`config.mk`:
```
export PLATFORM = sky130hd
export DESIGN_NAME = sat_cnt
export DESIGN_NICKNAME = d
export VERILOG_FILES = /design/src/rtl/sat_cnt.sv
export SDC_FILE = /design/constraint.sdc
export NUM_CORES = 1
export LEC_CHECK = 0
export BUFFER_PORTS_ARGS = -buffer_cell sky130_fd_sc_hd__buf_4
export CAP_MARGIN = 20
export CORE_MARGIN = 3
export CORE_UTILIZATION = 35
export CTS_BUF_LIST = sky130_fd_sc_hd__clkbuf_4
export CTS_CLUSTER_DIAMETER = 60
export CTS_CLUSTER_SIZE = 25
export DETAILED_ROUTE_END_ITERATION = 10
export RECOVER_POWER = 50
export SYNTH_ARGS = -nofsm -noshare
export SYNTH_HDL_FRONTEND = slang
export SYNTH_SLANG_ARGS = --single-unit
```
`constraint.sdc`:
```
create_clock -name clk -period 2.5 [get_ports clk]
set_input_delay 0.125 -clock clk [delete_from_list [all_inputs] [get_ports clk]]
set_output_delay 0.125 -clock clk [all_outputs]
set_load 0.02 [all_outputs]
```
`src/rtl/sat_cnt.sv`:
```
// sat_cnt: synchronous-clear incrementing counter that holds at all-ones
module sat_cnt #(
  parameter int W = 32
) (
  input  logic         clk,
  input  logic         rst,
  input  logic         clr,
  input  logic         inc,
  output logic [W-1:0] q
);
  always_ff @(posedge clk)
    q <= (rst || clr) ? '0 : (inc && !(&q)) ? q + 1'b1 : q;
endmodule

```
==> impl_metrics.py <==
metrics = {
    "sta": {
        "period_share": 0.867,
        "max_freq_ghz": 0.461,
        "setup_viol": 0,
        "tightest_slew_ps": 641,
        "timing.slew.headroom": 0.573,
        "fin_hold_ws_ps": 212,
        "period_needed_ps": 2170,
        "skew_ps": 9.41,
        "hold_viol_final": 0,
        "final_max_slew_viol_count": 0,
        "rsz0062_at_grt": "no",
        "finalSetupTns_ps": 0,
    },
    "cts": {
        "clk_pin_slew_worst_paths_ps": 100,
        "cts_made_buffers": 5,
        "cts_tree": "done",
        "cts_root_buf": "clkbuf_4",
        "cts_setup_buffers": 0,
        "htree_levels": 2,
        "cts_resized": 0,
        "ctsHoldBuffers": 0,
        "clock-sinks": 32,
        "clk_latency_ps": 330,
        "clock_path_buffers": 2,
    },
    "global_routing": {
        "grt_max_degree": 33,
        "grt_pass1_vias": 1410,
        "grt-ovfl-total": 0,
        "grt_util_all_layers": 0.157,
        "antenna_found_initial": 0,
        "grt_pass1_wl_um": 6680,
    },
    "yosys": {
        "ys_warn_count": 0,
        "avgSynthCellArea_um2": 8.44,
        "yosysTopAreaCell": "dfxtp_1",
        "ys_seq_area_frac": 0.391,
        "synth_seq_cells": 32,
        "syn_inst": 194,
        "synth_cell_types": 34,
        "syn-num-nets": 199,
        "synth_area_leaders": "dfxtp_1 (39%), a21oi_1 (8.0%), or3_1 (5.7%), o31ai_1 (5.5%), or4_1 (5.5%)",
        "syn_area_um2": 1640,
        "netlist.area_leader.share": 0.391,
    },
    "worst_setup_path": {
        "critPathKind": "reg -> reg",
        "r2r_cells": 6,
        "cp.arrival_ps": 2430,
        "r2r_end": "q[17]$_SDFFE_PP0P_",
        "start_kind": "register",
        "end_kind": "register",
        "cp.required_ps": 2760,
        "crit_fanout": 7,
        "reg2reg_from": "q[0]$_SDFFE_PP0P_",
        "rrSetupSlack_ps": 330,
    },
    "hold_path": {
        "holdPathStages": 5,
        "worstHoldEndpoint": "q[14]$_SDFFE_PP0P_",
        "min_path_type": "in -> reg",
        "worst_hold_startpoint": "inc",
    },
    "finish": {
        "drive_above_1_share": 0.0786,
        "largestRegisters": "q (32)",
        "area_delta_synth_final_pct": 13.0,
        "finalNetCount": 236,
        "largest_reg_flops": 32,
        "largest_register": "q",
        "nFillCells": 508,
        "most-common-layout-cells": "clkbuf_1 (32), dfxtp_1 (32), a21oi_1 (26)",
        "layout.cells.non_filler": 281,
        "antenna_cells": 0,
    },
    "route": {
        "firstDrtPassIters": 4,
        "drt-total-wl_um": 4020,
        "drc": 0,
        "via_count": 1591,
        "vias_per_cell": 5.66,
        "drt-initial-drc-count": 63,
        "wl_met2_um": 1690,
        "met1_length_um": 2040,
        "wl_per_cell_um": 14.3,
        "top_layer_used": "met4",
        "ant_nets": 0,
        "wl_met3_um": 220,
    },
    "power_and_ir_drop": {
        "p_comb_frac": 0.035,
        "seqPwrFrac": 0.638,
        "peakVddDrop_v": 0.000232,
        "p_clk_frac": 0.327,
        "p_sw_frac": 0.237,
        "cellInternalPower_uw": 613,
        "powerDensity_nw_per_um2": 434,
        "power_leakage_uw": 0.000490,
        "p_sw_uw": 190,
    },
    "placement": {
        "hpwl_um": 2790,
        "port_buffers": 35,
        "gp_congestion": 0.761,
        "dp.cells": 276,
    },
    "floorplan": {
        "fp.coreArea_um2": 4440,
        "dieHeight_um": 74.4,
        "rows": 24,
        "die_x_um": 74.4,
        "io_pins": 36,
        "die-area_um2": 5530,
        "start_util": 0.368,
    },
    "outcome": {
        "status": "finished clean",
    },
    "flow_run": {
        "max_cap_violations": 0,
    },
}
==> through the flow <==
stage	power [uW]	util	instance area, um2	worst slack, ps
floorplan	546	-	1640	278
global placement	554	0.435	1930	390
detailed placement	554	0.435	1930	320
CTS	814	0.443	1970	320
global route	834	0.416	1850	112
finish	803	0.416	1850	332
==> power groups by stage <==
| stage | Clock [uW] | Sequential, uW | Combinational, uW |
|---|---|---|---|
| final | 263 | 512 | 28.0 |
| after global routing | 291 | 513 | 30.7 |
| after CTS | 272 | 512 | 29.6 |
| after detailed placement | 0 | 524 | 29.4 |
| after global placement | 0 | 524 | 29.5 |
| after floorplan | 0 | 525 | 21.2 |
==> how the worst max path moves through the flow <==
| stage | end | startpoint | slack [ps] |
|---|---|---|---|
| CTS | q[17]$_SDFFE_PP0P_ | q[0]$_SDFFE_PP0P_ | 320 |
| finish | q[17]$_SDFFE_PP0P_ | q[0]$_SDFFE_PP0P_ | 330 |
| global route | q[17]$_SDFFE_PP0P_ | q[0]$_SDFFE_PP0P_ | 110 |
| floorplan | q[1]$_SDFFE_PP0P_ | q[0]$_SDFFE_PP0P_ | 280 |
| detailed placement | q[23]$_SDFFE_PP0P_ | q[0]$_SDFFE_PP0P_ | 320 |
| global placement | q[23]$_SDFFE_PP0P_ | q[0]$_SDFFE_PP0P_ | 390 |
==> logic make-up after synthesis <==
logic type,after synthesis,synth area share
xor gates and xnor gates,4,0.0214
and+or+nand+nor,88,0.316
DFF,32,0.391
AOI/OAI and AO/OA,56,0.215
muxes,1,0.00612
adders and majority gates,1,0.00764
buffers and inverters,12,0.0428
==> critical path: stages (launching register included) <==
cell      delay, ps
dfxtp_1         430
ha_1            220
nand4_1         140
or4_4           540
o311ai_2        450
o21ai_0         170
a21oi_1         140
==> synthesized netlist by cell type (all sizes together) <==
master	number
mux2i	1
clkbuf	5
a31o	1
dfxtp	32
nor2	11
nand4	11
nand3	10
nor4	2
or3	15
ha	1
and3	2
and4	5
a311oi	1
xnor2	1
xor2	3
a2111o	1
o31ai	13
nand4b	1
nand2b	1
buf	3
nand2	13
or2	2
or4	13
a21oi	26
inv	4
nor3	2
o21ai	13
o311ai	1
==> layout make-up <==
cell class / count / area (um2) / share of cell area
repair buffers: 38 / 165 / 0.0893
well taps: 52 / 65.1 / 0.0352
flip-flops and latches: 32 / 641 / 0.346
inverters: 4 / 15.0 / 0.00812
multi-input cells: 150 / 926 / 0.501
clock buffers: 5 / 37.5 / 0.0203
==> layer usage <==
layer,track usage,vias up
li1,-,829
met1,0.221,715
met2,0.223,39
met3,0.0446,8
met4,0.0652,0
met5,0,-
Power figures use the tool's default switching activity.
